===== config.mk =====
export PLATFORM = sky130hd
export DESIGN_NAME = alu_mc
export DESIGN_NICKNAME = d
export VERILOG_FILES = /design/src/rtl/alu_pkg.sv /design/src/rtl/alu_div.sv /design/src/rtl/alu_mc.sv
export SDC_FILE = /design/constraint.sdc
export NUM_CORES = 1
export LEC_CHECK = 0
export BUFFER_PORTS_ARGS = -buffer_cell sky130_fd_sc_hd__buf_2
export CORE_MARGIN = 2
export CORE_UTILIZATION = 40
export CTS_CLUSTER_SIZE = 10
export DETAILED_ROUTE_END_ITERATION = 7
export PLACE_DENSITY = 0.58
export REMOVE_ABC_BUFFERS = 1
export SETUP_SLACK_MARGIN = 0.2
export SLEW_MARGIN = 20
export SYNTH_ARGS = -nofsm -noshare
export SYNTH_HDL_FRONTEND = slang
export SYNTH_SLANG_ARGS = --single-unit

===== constraint.sdc =====
create_clock -name clk -period 5 [get_ports clk]
set_input_delay 0.5 -clock clk [delete_from_list [all_inputs] [get_ports clk]]
set_output_delay 0.5 -clock clk [all_outputs]
set_load 0.005 [all_outputs]

===== src/rtl/alu_pkg.sv =====
// Shared types and constants for the multi-cycle ALU and its iterative divider.
package alu_pkg;

    typedef enum logic [1:0] {
        ST_IDLE = 2'd0,
        ST_MUL  = 2'd1,
        ST_DIV  = 2'd2,
        ST_DONE = 2'd3
    } alu_state_e;

    typedef enum logic [2:0] {
        F3_ADD  = 3'b000,
        F3_SLL  = 3'b001,
        F3_SLT  = 3'b010,
        F3_SLTU = 3'b011,
        F3_XOR  = 3'b100,
        F3_SR   = 3'b101,
        F3_OR   = 3'b110,
        F3_AND  = 3'b111
    } funct3_e;

    typedef enum logic [2:0] {
        M_MUL    = 3'b000,
        M_MULH   = 3'b001,
        M_MULHSU = 3'b010,
        M_MULHU  = 3'b011,
        M_DIV    = 3'b100,
        M_DIVU   = 3'b101,
        M_REM    = 3'b110,
        M_REMU   = 3'b111
    } mext_e;

    typedef enum logic [1:0] {
        DV_IDLE = 2'd0,
        DV_RUN  = 2'd1,
        DV_FIX  = 2'd2
    } div_phase_e;

    // Special-case results, sliced to XLEN by the users.
    localparam logic [63:0] DIV0_QUOT = 64'hFFFF_FFFF_FFFF_FFFF;
    localparam logic [63:0] OVF_REM   = 64'h0000_0000_0000_0000;

endpackage


===== src/rtl/alu_div.sv =====
// Radix-2 restoring divider: XLEN iteration cycles, then one sign-fixup cycle
// during which done is high and quot/rem are valid.
module alu_div
    import alu_pkg::*;
#(
    parameter int XLEN = 32
) (
    input  logic            clk,
    input  logic            rst_n,
    input  logic            start,
    input  logic            signed_op,
    input  logic [XLEN-1:0] dividend,
    input  logic [XLEN-1:0] divisor,
    output logic            done,
    output logic [XLEN-1:0] quot,
    output logic [XLEN-1:0] rem
);
    localparam int CW = $clog2(XLEN) + 1;

    div_phase_e      phase_q, phase_d;
    logic [CW-1:0]   cnt_q, cnt_d;
    logic [XLEN-1:0] quot_q, quot_d, rem_q, rem_d, dvs_q, dvs_d, dvd_q, dvd_d;
    logic            q_neg_q, q_neg_d, r_neg_q, r_neg_d, div0_q, div0_d, ovf_q, ovf_d;
    logic            a_neg_s, b_neg_s;
    logic [XLEN:0]   rem_sh_s, trial_s;

    // Iteration control and one restoring step per cycle.
    always_comb begin
        phase_d  = phase_q;
        cnt_d    = cnt_q;
        quot_d   = quot_q;
        rem_d    = rem_q;
        dvs_d    = dvs_q;
        dvd_d    = dvd_q;
        q_neg_d  = q_neg_q;
        r_neg_d  = r_neg_q;
        div0_d   = div0_q;
        ovf_d    = ovf_q;
        a_neg_s  = signed_op & dividend[XLEN-1];
        b_neg_s  = signed_op & divisor[XLEN-1];
        rem_sh_s = {rem_q, quot_q[XLEN-1]};
        trial_s  = rem_sh_s - {1'b0, dvs_q};
        case (phase_q)
            DV_IDLE: begin
                if (start) begin
                    phase_d = DV_RUN;
                    cnt_d   = {CW{1'b0}};
                    quot_d  = a_neg_s ? (-dividend) : dividend;
                    rem_d   = {XLEN{1'b0}};
                    dvs_d   = b_neg_s ? (-divisor) : divisor;
                    dvd_d   = dividend;
                    q_neg_d = a_neg_s ^ b_neg_s;
                    r_neg_d = a_neg_s;
                    div0_d  = (divisor == {XLEN{1'b0}});
                    ovf_d   = signed_op && (dividend == {1'b1, {(XLEN-1){1'b0}}})
                              && (divisor == {XLEN{1'b1}});
                end else begin
                    phase_d = DV_IDLE;
                end
            end
            DV_RUN: begin
                if (!trial_s[XLEN]) begin
                    rem_d  = trial_s[XLEN-1:0];
                    quot_d = {quot_q[XLEN-2:0], 1'b1};
                end else begin
                    rem_d  = rem_sh_s[XLEN-1:0];
                    quot_d = {quot_q[XLEN-2:0], 1'b0};
                end
                if (cnt_q == CW'(XLEN-1)) begin
                    phase_d = DV_FIX;
                end else begin
                    cnt_d = cnt_q + CW'(1);
                end
            end
            DV_FIX:  phase_d = DV_IDLE;
            default: phase_d = DV_IDLE;
        endcase
    end

    // Sign fixup and the architecturally defined special cases.
    always_comb begin
        done = (phase_q == DV_FIX);
        quot = {XLEN{1'b0}};
        rem  = {XLEN{1'b0}};
        if (phase_q == DV_FIX) begin
            if (div0_q) begin
                quot = DIV0_QUOT[XLEN-1:0];
                rem  = dvd_q;
            end else if (ovf_q) begin
                quot = dvd_q;
                rem  = OVF_REM[XLEN-1:0];
            end else begin
                quot = q_neg_q ? (-quot_q) : quot_q;
                rem  = r_neg_q ? (-rem_q) : rem_q;
            end
        end else begin
            done = 1'b0;
        end
    end

    // Divider state registers.
    always_ff @(posedge clk or negedge rst_n) begin
        if (!rst_n) begin
            phase_q <= DV_IDLE;
            cnt_q   <= {CW{1'b0}};
            quot_q  <= {XLEN{1'b0}};
            rem_q   <= {XLEN{1'b0}};
            dvs_q   <= {XLEN{1'b0}};
            dvd_q   <= {XLEN{1'b0}};
            q_neg_q <= 1'b0;
            r_neg_q <= 1'b0;
            div0_q  <= 1'b0;
            ovf_q   <= 1'b0;
        end else begin
            phase_q <= phase_d;
            cnt_q   <= cnt_d;
            quot_q  <= quot_d;
            rem_q   <= rem_d;
            dvs_q   <= dvs_d;
            dvd_q   <= dvd_d;
            q_neg_q <= q_neg_d;
            r_neg_q <= r_neg_d;
            div0_q  <= div0_d;
            ovf_q   <= ovf_d;
        end
    end

endmodule


===== src/rtl/alu_mc.sv =====
// Multi-cycle RV32I/RV64I ALU with valid/ready handshake and registered result/flags.
// Define ALU_M_EXT_EN to build the M-extension multiplier and divider.
module alu_mc
    import alu_pkg::*;
#(
    parameter  int XLEN = 32,
    localparam int SHW  = $clog2(XLEN)
) (
    input  logic            clk,
    input  logic            rst_n,
    input  logic            in_valid,
    output logic            in_ready,
    input  logic [XLEN-1:0] rs1,
    input  logic [XLEN-1:0] rs2,
    input  logic [2:0]      funct3,
    input  logic [1:0]      funct7,
    output logic            out_valid,
    input  logic            out_ready,
    output logic [XLEN-1:0] rd,
    output logic            z,
    output logic            n,
    output logic            c,
    output logic            v,
    output logic            illegal,
    output logic            busy
);
    alu_state_e      state_q, state_d;
    logic [XLEN-1:0] rd_q, rd_d, base_res_s, b_op_s, sra_s;
    logic            z_q, z_d, n_q, n_d, c_q, c_d, v_q, v_d, ill_q, ill_d;
    logic            accept_s, base_c_s, base_v_s;
    logic [XLEN:0]   sum_s;
    logic [SHW-1:0]  shamt_s;

    assign in_ready  = (state_q == ST_IDLE) || ((state_q == ST_DONE) && out_ready);
    assign accept_s  = in_valid && in_ready;
    assign out_valid = (state_q == ST_DONE);
    assign busy      = (state_q == ST_MUL) || (state_q == ST_DIV);
    assign rd        = rd_q;
    assign z         = z_q;
    assign n         = n_q;
    assign c         = c_q;
    assign v         = v_q;
    assign illegal   = ill_q;

`ifdef ALU_M_EXT_EN
    logic [XLEN-1:0]   op_a_q, op_a_d, op_b_q, op_b_d;
    logic [1:0]        mop_q, mop_d;
    logic [2*XLEN-1:0] prod_s;
    logic [XLEN-1:0]   mul_res_s, div_quot_s, div_rem_s, div_res_s;
    logic              a_sgn_s, b_sgn_s, div_done_s, div_start_s;

    assign div_start_s = accept_s && funct7[1] && funct3[2];

    alu_div #(.XLEN(XLEN)) u_div (
        .clk      (clk),
        .rst_n    (rst_n),
        .start    (div_start_s),
        .signed_op(~funct3[0]),
        .dividend (rs1),
        .divisor  (rs2),
        .done     (div_done_s),
        .quot     (div_quot_s),
        .rem      (div_rem_s)
    );

    // Both operands are extended to 2*XLEN so one unsigned multiply covers all signedness mixes.
    always_comb begin
        a_sgn_s   = (mop_q == 2'b01) || (mop_q == 2'b10);
        b_sgn_s   = (mop_q == 2'b01);
        prod_s    = {{XLEN{a_sgn_s & op_a_q[XLEN-1]}}, op_a_q}
                  * {{XLEN{b_sgn_s & op_b_q[XLEN-1]}}, op_b_q};
        mul_res_s = (mop_q == 2'b00) ? prod_s[XLEN-1:0] : prod_s[2*XLEN-1:XLEN];
        div_res_s = mop_q[1] ? div_rem_s : div_quot_s;
    end
`endif

    // Single-cycle base operations on the live inputs.
    always_comb begin
        base_res_s = {XLEN{1'b0}};
        base_c_s   = 1'b0;
        base_v_s   = 1'b0;
        b_op_s     = funct7[0] ? ~rs2 : rs2;
        sum_s      = {1'b0, rs1} + {1'b0, b_op_s} + {{XLEN{1'b0}}, funct7[0]};
        shamt_s    = rs2[SHW-1:0];
        sra_s      = $signed(rs1) >>> shamt_s;
        case (funct3)
            F3_ADD: begin
                base_res_s = sum_s[XLEN-1:0];
                base_c_s   = sum_s[XLEN];
                base_v_s   = (rs1[XLEN-1] == b_op_s[XLEN-1]) && (sum_s[XLEN-1] != rs1[XLEN-1]);
            end
            F3_SLL:  base_res_s = rs1 << shamt_s;
            F3_SLT:  base_res_s = {{(XLEN-1){1'b0}}, ($signed(rs1) < $signed(rs2))};
            F3_SLTU: base_res_s = {{(XLEN-1){1'b0}}, (rs1 < rs2)};
            F3_XOR:  base_res_s = rs1 ^ rs2;
            F3_SR: begin
                if (funct7[0]) begin
                    base_res_s = sra_s;
                end else begin
                    base_res_s = rs1 >> shamt_s;
                end
            end
            F3_OR:   base_res_s = rs1 | rs2;
            F3_AND:  base_res_s = rs1 & rs2;
            default: base_res_s = {XLEN{1'b0}};
        endcase
    end

    // FSM next state and result/flag capture.
    always_comb begin
        state_d = state_q;
        rd_d    = rd_q;
        z_d     = z_q;
        n_d     = n_q;
        c_d     = c_q;
        v_d     = v_q;
        ill_d   = ill_q;
`ifdef ALU_M_EXT_EN
        op_a_d  = op_a_q;
        op_b_d  = op_b_q;
        mop_d   = mop_q;
`endif
        if (accept_s) begin
            if (!funct7[1]) begin
                rd_d    = base_res_s;
                z_d     = (base_res_s == {XLEN{1'b0}});
                n_d     = base_res_s[XLEN-1];
                c_d     = base_c_s;
                v_d     = base_v_s;
                ill_d   = 1'b0;
                state_d = ST_DONE;
            end else begin
`ifdef ALU_M_EXT_EN
                op_a_d  = rs1;
                op_b_d  = rs2;
                mop_d   = funct3[1:0];
                state_d = funct3[2] ? ST_DIV : ST_MUL;
`else
                rd_d    = {XLEN{1'b0}};
                z_d     = 1'b0;
                n_d     = 1'b0;
                c_d     = 1'b0;
                v_d     = 1'b0;
                ill_d   = 1'b1;
                state_d = ST_DONE;
`endif
            end
        end else begin
            case (state_q)
                ST_IDLE: state_d = ST_IDLE;
                ST_DONE: state_d = out_ready ? ST_IDLE : ST_DONE;
`ifdef ALU_M_EXT_EN
                ST_MUL: begin
                    rd_d    = mul_res_s;
                    z_d     = (mul_res_s == {XLEN{1'b0}});
                    n_d     = mul_res_s[XLEN-1];
                    c_d     = 1'b0;
                    v_d     = 1'b0;
                    ill_d   = 1'b0;
                    state_d = ST_DONE;
                end
                ST_DIV: begin
                    if (div_done_s) begin
                        rd_d    = div_res_s;
                        z_d     = (div_res_s == {XLEN{1'b0}});
                        n_d     = div_res_s[XLEN-1];
                        c_d     = 1'b0;
                        v_d     = 1'b0;
                        ill_d   = 1'b0;
                        state_d = ST_DONE;
                    end else begin
                        state_d = ST_DIV;
                    end
                end
`endif
                default: state_d = ST_IDLE;
            endcase
        end
    end

    // State and output registers.
    always_ff @(posedge clk or negedge rst_n) begin
        if (!rst_n) begin
            state_q <= ST_IDLE;
            rd_q    <= {XLEN{1'b0}};
            z_q     <= 1'b0;
            n_q     <= 1'b0;
            c_q     <= 1'b0;
            v_q     <= 1'b0;
            ill_q   <= 1'b0;
`ifdef ALU_M_EXT_EN
            op_a_q  <= {XLEN{1'b0}};
            op_b_q  <= {XLEN{1'b0}};
            mop_q   <= 2'b00;
`endif
        end else begin
            state_q <= state_d;
            rd_q    <= rd_d;
            z_q     <= z_d;
            n_q     <= n_d;
            c_q     <= c_d;
            v_q     <= v_d;
            ill_q   <= ill_d;
`ifdef ALU_M_EXT_EN
            op_a_q  <= op_a_d;
            op_b_q  <= op_b_d;
            mop_q   <= mop_d;
`endif
        end
    end

endmodule


# Word-level counts from Yosys, hierarchy flattened
# Index checks and enable logic that the tools add are counted.
# word_totals
out_inout_bits	40
wordCells	52
reg_bits	39
mem_bits_rw	0
n_memories	0
in_bits	73
mem_bits_ro	0
latchBits	0
# classes
shift	3
n_lt_le_gt_ge	2
multipliers	0
n_addsub	2
n_div	0
mux	14
bitwise	4
n_eq_ne	12
n_reduce_logical	8
# op_table
op	count
one-hot mux 32 bit (8 select lines)	1
two-way mux 32 bit	3
< comparator 32 bit	2
adder 32 x 32 -> 33 bit	1
adder 33 x 1 -> 33 bit	1
AND 32 bit	1
logical NOT 32 bit	1
inverter 32 bit	1
OR 32 bit	1
left shift 32 x 5 -> 32 bit	1
>> shifter 32 x 5 -> 32 bit	1
>>> shifter 32 x 5 -> 32 bit	1
bitwise XOR 32 bit	1
== test 3 bit (second input constant)	4
two-way mux 1 bit	7
== test 3 x 2 -> 1 bit (second input constant)	2
two-way mux 2 bit	3
== test 2 bit (second input constant)	2
== test 3 x 1 -> 1 bit (second input constant)	1
logical AND 1 bit	3
logical NOT 3 bit	1
== test 2 x 1 -> 1 bit (second input constant)	1
logical NOT 2 bit	1
logical OR 1 bit	2
2 further kinds	2

# Longest topological paths before layout
# Gate-level depths: netlist of the first run.
# depth
word_depth	8
depth_mapped	18
mapped_depth_nobuf	13

# Worst setup path before layout of the first run
# OpenSTA, ideal clock, no wires.
# synth_path
path_type	input to register
start	input port funct7[0]
end	register z_q, in the netlist z
arrival_ps	4472
n_path_buf	5
required_time_ps	4896
setup_slack_ps	424
stages	16
setup_time_ps	104
cell_sequence	clkbuf_1 clkbuf_1 buf_1 clkbuf_1 xor2_1 ha_1 clkbuf_1 nand4_1 or3_1 a31oi_1 a31oi_1 nor2b_1 a21oi_1 o21ai_0 or4bb_1 o41ai_2
# synth_via
elab_chain_cells	6
elab_cells_between_ends	7
classes_between	2 x add/sub; 4 x mux; 1 x reduce/logical
# synth_rtl
item	line	source
from (decl)	alu_mc.sv:16	input logic [1:0] funct7,
two-way mux 32 bit	alu_mc.sv:82	b_op_s = funct7[0] ? ~rs2 : rs2;
adder 32 x 32 -> 33 bit	alu_mc.sv:83	sum_s = {1'b0, rs1} + {1'b0, b_op_s} + {{XLEN{1'b0}}, funct7[0]};
adder 33 x 1 -> 33 bit	alu_mc.sv:83	
one-hot mux 32 bit (8 select lines) *	alu_mc.sv:86	case (funct3)
logical NOT 32 bit *	alu_mc.sv:126	z_d = (base_res_s == {XLEN{1'b0}});
two-way mux 1 bit *	alu_mc.sv:124	if (!funct7[1]) begin
to (signal assigned)	alu_mc.sv:199	z_q <= z_d;
to (decl)	alu_mc.sv:29	logic z_q, z_d, n_q, n_d, c_q, c_d, v_q, v_d, ill_q, ill_d;
# Mark *: on every way between the ends. The rest lies on a longest branch, timed or not.
# A chain may end at the register's enable or synchronous reset.

# Final worst setup path of the first run
# Same ends and word-level chain as after synthesis.

==> qor.yml, run 1 <==
power_and_ir_drop:
  p_switching_mw: 1.01
  clkPwrFrac_pct: 17.5
  power_frac_comb_pct: 65.7
  swShare_pct: 48.5
  p_leak_nw: 5.27
  ir_drop_v: 0.000192
  power_frac_seq_pct: 16.8
  power_density_nw_per_um2: 179
  p_int_mw: 1.08
floorplan:
  initial_core_util_pct: 40.6
  chipHeight_um: 166
  core_area_um2: 26000
  die-area_um2: 27700
  die_w_um: 166
  io_pins: 113
  rows: 59
worst_setup_path:
  cp.required_ns: 5.17
  cp.buffers_inverters: 2
  worstPathCellList: "buf_2, xor2_1, inv_1, fa_1, nor2b_1, o2111ai_1, a211o_1, nand2_1, o2111ai_1, nor3b_1, and3_1, and4_1, nand4_1, o41ai_2"
  timing.rr.start: "state_q[0]$_DFF_PN0_"
  crit_type: "in -> reg"
  worstPathArrival_ns: 4.55
  r2r_slack_ns: 2.19
  max_stage_delay_ns: 0.58
  end_kind: "register"
  crit_path_end: "z$_DFFE_PN0P_"
  cp.depth: 14
  path_max_fanout: 23
  crit_path_top_delay_cell: "buf_2"
  cp-start-kind: "input port"
  reg2reg_depth: 11
  startpoint: "funct7[0]"
  worst_r2r_endpoint: "z$_DFFE_PN0P_"
  crit_family: "simple AND/OR/NAND/NOR gates"
  crit_top_cell: "o2111ai_1"
cts:
  cts_tree: "built"
  cts_sinks: 37
  cts_htree_levels: 2
  clock-root-buffer: "clkbuf_16"
  clk_latency_ns: 0.28
  hold_buffers: 0
  path_clk_slew_ns: 0.06
  cts_resized: 0
  cts_setup_buffers: 0
  clk_path_buf_depth: 2
  cts_made_buffers: 5
finish:
  num_antenna_cells: 0
  utilization_pct: 44.9
  drive_gt1_share_pct: 16.8
  syn_to_final_growth_pct: 10.7
  nets: 1670
place:
  place.gp.congestion: 1.04
  io_buffers: 111
  post-dp-hpwl_um: 39800
route:
  drt_wl_total_um: 50200
  viasPerCell: 6.73
  drtIter0Drc: 1710
  vias: 12100
  wl_per_cell_um: 27.8
  drc_errors: 0
  ant_nets: 0
  firstDrtPassIters: 6
sta:
  fin_setup_tns_ns: 0
  relSlewSlack_pct: 42.0
  tightest_slew_ns: 0.870
  rsz0062_at_grt: "false"
  fin_hold_ws_ns: 0.320
  fmax_ghz: 0.228
  clock-skew-final_ns: 0.00245
  post-route-min-period_ns: 4.38
  hold_viol_final: 0
  drv_slew: 0
  period_share_pct: 87.6
  setup_viol: 0
min_path:
  hold_path_class: "in -> async"
logic_synthesis:
  ys.warnings.count: 0
  ys_top_cells_by_area: "ha_1 15%, dfrtp_1 8.8%, mux4_2 7.3%, mux2i_1 5.6%, nand2_1 4.8%"
  ys_seq_elements: 37
  synth_area_um2: 10500
  yosys.area.top_type: "ha_1"
  synthArstFlopShare_pct: 100
  synth_area_per_cell_um2: 7.54
  syn_inst: 1398
  synth_seq_area_share_pct: 8.78
  synth-edff-count: 0
  synth_flop_cell: "dfrtp_1"
  yosysTopAreaCellShare_pct: 15.2
  ys_types: 85
global_route:
  antenna_found_initial: 1
  grt_max_degree: 41
  grt_pass1_wl_um: 75000
  grt.overflow.total: 0
  grt_pass1_vias: 11400
  grtUsageTotal_pct: 35.2
  grtUsageMet3_pct: 6.74
  grt_use_met2_pct: 54.4
  busiest_layer: "met2"
  use_met1_pct: 48.5
run_status:
  outcome: "finished, final reports clean"
flow_run:
  max_cap_viol_count: 0
==> registers in the layout, summed over array words and instances (netlist names) <==
register	cells
state_q	1
rd	32
v	1
c	1
z	1
illegal	1
==> layout by cell type (no fill, tap or decap), types with 7 or more instances in the layout <==
cell type / count
o32ai_1: 12
o22ai_1: 19
o2111ai_1: 8
o21ai_0: 87
a221oi_1: 11
nand3_1: 22
buf_2: 108
and3_1: 11
mux2i_1: 59
or2_2: 7
buf_4: 59
a31oi_1: 20
a22oi_1: 11
ha_1: 128
a21o_1: 8
nor2b_1: 13
a211oi_1: 24
nor2_1: 123
a22o_1: 19
nor4_1: 14
inv_1: 87
o32a_1: 10
nand2b_1: 20
nand2_1: 134
o31ai_1: 16
nor3_1: 28
a21oi_1: 97
xnor2_1: 11
o211ai_1: 20
dfrtp_1: 37
mux2_2: 20
nand4_1: 22
mux4_2: 34
xor2_1: 37
o21a_1: 8
==> cell type report <==
cell class,count,area (um2)
fill,2699,14300
multi-input combinational,1165,8810
timing repair buffer,168,1000
sequential,37,926
tap,335,419
inverter,91,342
clock buffer,7,143
clock inverter,1,30.0
==> power by group through the flow <==
| stage | registers (mW) | logic, mW | clock network [mW] |
|---|---|---|---|
| 2_1_floorplan | 0.357 | 0.753 | 0 |
| 3_3_place_gp | 0.355 | 1.33 | 0 |
| 3_5_place_dp | 0.357 | 1.32 | 0 |
| 4_1_cts | 0.352 | 1.33 | 0.372 |
| 5_1_grt | 0.355 | 1.46 | 0.392 |
| 6_report | 0.352 | 1.37 | 0.366 |
==> worst min-delay path by stage <==
stage,end,cells past startpoint
finish,rd[31]$_DFFE_PN0P_,1
global route,illegal$_DFFE_PN0P_,1
CTS,rd[31]$_DFFE_PN0P_,1
detailed placement,c$_DFFE_PN0P_,2
global placement,rd[3]$_DFFE_PN0P_,2
floorplan,c$_DFFE_PN0P_,0
==> cells by family after synthesis <==
kind of cell / count (synthesis) / share of synthesized area (%)
flops: 37 / 8.78
xor+xnor: 48 / 3.99
fa+ha+maj: 129 / 15.4
other cells: 1 / 0.0356
compound gates: 439 / 28.3
mux: 120 / 16.6
buf+inv: 196 / 7.75
simple gates: 428 / 19.2
==> routing by layer <==
layer | routed length (um) | up-vias
met5 | 16 | -
met4 | 2480 | 2
met3 | 5400 | 130
met2 | 21700 | 794
met1 | 20600 | 5839
li1 | - | 5375
==> worst reg2reg max path: stages (launching register included) <==
cell	delay, ns
dfrtp_1	0.37
nand2b_1	0.11
nand2_1	0.07
buf_4	0.25
nor2_1	0.16
buf_4	0.23
nand4_1	0.11
or4_1	0.43
nor4_1	0.26
and4_1	0.23
nand4_1	0.15
o41ai_2	0.33
==> cells in the mapped netlist, drive strengths merged, types with 10 or more instances <==
cell	n
nand2b	20
a211oi	24
a22oi	11
mux4	39
o211ai	20
dfrtp	37
a31oi	20
o32a	10
buf	45
clkbuf	60
nand2	134
nand3	22
nand4	22
mux2	20
o22ai	19
ha	128
xnor2	11
mux2i	61
o21ai	87
xor2	37
a221oi	11
and3	11
nor2	123
o32ai	12
nor2b	13
o31ai	17
a21oi	97
a22o	19
nor4	15
inv	88
nor3	30
==> metrics by stage <==
| stage | total power, mW | setup WS [ns] | cell area, um2 | instances |
|---|---|---|---|---|
| finish | 2.09 | 0.618 | 11700 | 1804 |
| global route | 2.21 | 0.451 | 11700 | 1804 |
| global placement | 1.69 | 0.559 | 11500 | 1796 |
| CTS | 2.05 | 0.722 | 11700 | 1804 |
| detailed placement | 1.68 | 0.451 | 11500 | 1796 |
| floorplan | 1.11 | 1.34 | 10100 | 1293 |
Power figures use the tool's default switching activity.
==> inputs of run 2 (changes only) <==
- BUFFER_PORTS_ARGS: -buffer_cell sky130_fd_sc_hd__buf_2 -> -buffer_cell sky130_fd_sc_hd__clkbuf_2
- REMOVE_ABC_BUFFERS: 1 -> default
==> run 2 against run 1 <==
Effect of this change:
- count of clock-buffer cells in the layout down 1
- clock skew up 0.0019 ns
- global-route usage down 0.98 points
- flip-flop and latch count unchanged
- worst setup slack better by 0.079 ns
- non-clock buffer count up 4
- largest power group unchanged
- via count down 1.6%
- wire length down 3.0%
- critical path type unchanged
==> qor.yml, run 2 (synthesized netlist as in run 1, its figures left out) <==
cts:
  cts_sinks: 37  # unchanged
  clock-root-buffer: "clkbuf_16"  # unchanged
  cts_resized: 0  # unchanged
  cts_setup_buffers: 0  # unchanged
  cts_htree_levels: 2  # unchanged
  cts_tree: "built"  # unchanged
  clk_path_buf_depth: 2  # unchanged
  path_clk_slew_ns: 0.06  # about the same
  clk_latency_ns: 0.28  # about the same
  cts_made_buffers: 5  # unchanged
  hold_buffers: 0  # unchanged
power_and_ir_drop:
  p_int_mw: 1.08  # about the same
  power.total_mw: 2.09  # about the same
  ir_drop_v: 0.000180  # was 0.000192 V
  power_frac_comb_pct: 65.1  # was 65.7%
  p_switching_mw: 1.01  # about the same
  swShare_pct: 48.3  # was 48.5%
  power_frac_seq_pct: 16.9  # was 16.8%
  power_density_nw_per_um2: 178  # was 179 nW/um2
  p_leak_nw: 5.29  # was 5.27 nW
  clkPwrFrac_pct: 18.0  # was 17.5%
worst_setup_path:
  cp-start-kind: "input port"  # unchanged
  path_max_fanout: 26  # was 23
  worstPathArrival_ns: 4.48  # was 4.55 ns
  cp.required_ns: 5.17  # about the same
  end_kind: "register"  # unchanged
  reg2reg_depth: 11  # unchanged
  crit_type: "in -> reg"  # unchanged
route:
  ant_nets: 0  # unchanged
  vias: 11900  # was 12100
  drc_errors: 0  # unchanged
  wl_per_cell_um: 26.9  # was 27.8 um
  route.met3.wl_um: 3930  # was 5400 um
  route.met2.wl_um: 21900  # was 21700 um
  viasPerCell: 6.61  # was 6.73
  drt-met1-wl_um: 20500  # was 20600 um
  drt_wl_total_um: 48700  # was 50200 um
  top_layer: "met4"  # was met5
  firstDrtPassIters: 6  # unchanged
  drtIter0Drc: 1529  # was 1710
global_route:
  grtUsageTotal_pct: 34.2  # was 35.2%
  grt.overflow.total: 0  # unchanged
  grt_pass1_wl_um: 73000  # was 75000 um
  grt_max_degree: 67  # was 41
  antenna_found_initial: 0  # was 1
  grt_pass1_vias: 11300  # was 11400
floorplan:
  io_pins: 113  # unchanged
  die-area_um2: 27700  # unchanged
  initial_core_util_pct: 40.6  # unchanged
  chipHeight_um: 166  # unchanged
  die_w_um: 166  # unchanged
  core_area_um2: 26000  # unchanged
  rows: 59  # unchanged
logic_synthesis:
  synth.net_count: 1600
sta:
  period_share_pct: 86.1  # was 87.6%
  hold_viol_final: 0  # unchanged
  setup_viol: 0  # unchanged
  rsz0062_at_grt: "false"  # unchanged
  post-route-min-period_ns: 4.30  # was 4.38 ns
  relSlewSlack_pct: 25.3  # was 42.0%
  clock-skew-final_ns: 0.00440  # was 0.00245 ns
  drv_slew: 0  # unchanged
  fmax_ghz: 0.232  # was 0.228 GHz
  tightest_slew_ns: 1.11  # was 0.870 ns
  fin_setup_tns_ns: 0  # unchanged
finish:
  nets: 1674  # was 1670
  utilization_pct: 45.2  # was 44.9%
  multi_input_area_um2: 8810  # unchanged
  largest_reg_flops: 32  # unchanged
  seq_area_um2: 926  # unchanged
  syn_to_final_growth_pct: 11.4  # was 10.7%
  drive_gt1_share_pct: 17.1  # was 16.8%
  layout_commonest_cell: "nand2_1"  # unchanged
  layout_common_cells: "134 x nand2_1, 128 x ha_1, 123 x nor2_1, 108 x clkbuf_2, 97 x a21oi_1"  # was 134 x nand2_1, 128 x ha_1, 123 x nor2_1, 108 x buf_2, 97 x a21oi_1
  nFillCells: 2720  # was 2699
  num_antenna_cells: 0  # unchanged
place:
  place.gp.congestion: 1.05  # was 1.04
  post-dp-hpwl_um: 39200  # was 39800 um
  io_buffers: 111  # unchanged
run_status:
  outcome: "finished, final reports clean"  # unchanged
flow_run:
  max_cap_viol_count: 0  # unchanged
min_path:
  hold_path_class: "in -> async"  # unchanged
-- run 2: cell types whose count changed in the layout (fill, tap and decap cells not counted), sizes merged --
cell / delta
buf: -104
clkbuf: +107
clkinvlp: +1
-- run 2: final cells by class --
type | instances | share of cell area (%)
repair buffers | 172 | 9.10
clock inverters | 2 | 0.320
clock buffers | 6 | 1.18
flip-flops and latches | 37 | 7.89
well taps | 335 | 3.57
multi-input cells | 1165 | 75.0
inverters | 91 | 2.91
-- run 2: metal layers --
metal,up-vias,track usage (%)
met2,674,54.8
met3,105,4.29
li1,5373,-
met4,0,13.2
met1,5790,47.1
met5,-,0
-- run 2: per-stage QoR --
| step | hold WS, ns | cell area (um2) | std cells | setup slack [ns] |
|---|---|---|---|---|
| global placement | 0.463 | 11600 | 1800 | 0.553 |
| CTS | 0.379 | 11700 | 1808 | 0.761 |
| floorplan | 0.204 | 10500 | 1398 | 0.424 |
| finish | 0.345 | 11700 | 1808 | 0.697 |
| global route | 0.419 | 11700 | 1808 | 0.449 |
| detailed placement | 0.468 | 11600 | 1800 | 0.467 |
-- run 2: power groups by stage --
stage	Sequential [mW]	Combinational, mW	Clock (mW)
2_1_floorplan	0.357	0.833	0
3_3_place_gp	0.357	1.32	0
3_5_place_dp	0.357	1.32	0
4_1_cts	0.353	1.33	0.380
5_1_grt	0.356	1.45	0.394
6_report	0.353	1.36	0.375
-- run 2: worst paths after layout --
| path | end | start | slack (ns) |
|---|---|---|---|
| min in group clk | state_q[0]$_DFF_PN0_ | in_valid | 0.44 |
| min reg2reg | rd[17]$_DFFE_PN0P_ | rd[17]$_DFFE_PN0P_ | 0.48 |
| max | z$_DFFE_PN0P_ | funct7[0] | 0.70 |
| max in group asynchronous | rd[2]$_DFFE_PN0P_ | rst_n | 4.06 |
| min | rd[27]$_DFFE_PN0P_ | rst_n | 0.34 |
| max reg2reg | z$_DFFE_PN0P_ | state_q[0]$_DFF_PN0_ | 1.99 |
-- run 2: critical path, stage by stage --
cell      delay, ns
clkbuf_2       0.25
buf_4          0.27
buf_12         0.22
xor2_1         0.17
ha_1           0.33
a211o_1        0.35
a21oi_1        0.16
o31a_1         0.33
nand4_1        0.27
a31oi_1        0.27
nor2b_1        0.08
a21oi_1        0.21
o21ai_0        0.15
or4bb_1        0.56
o41ai_2        0.34
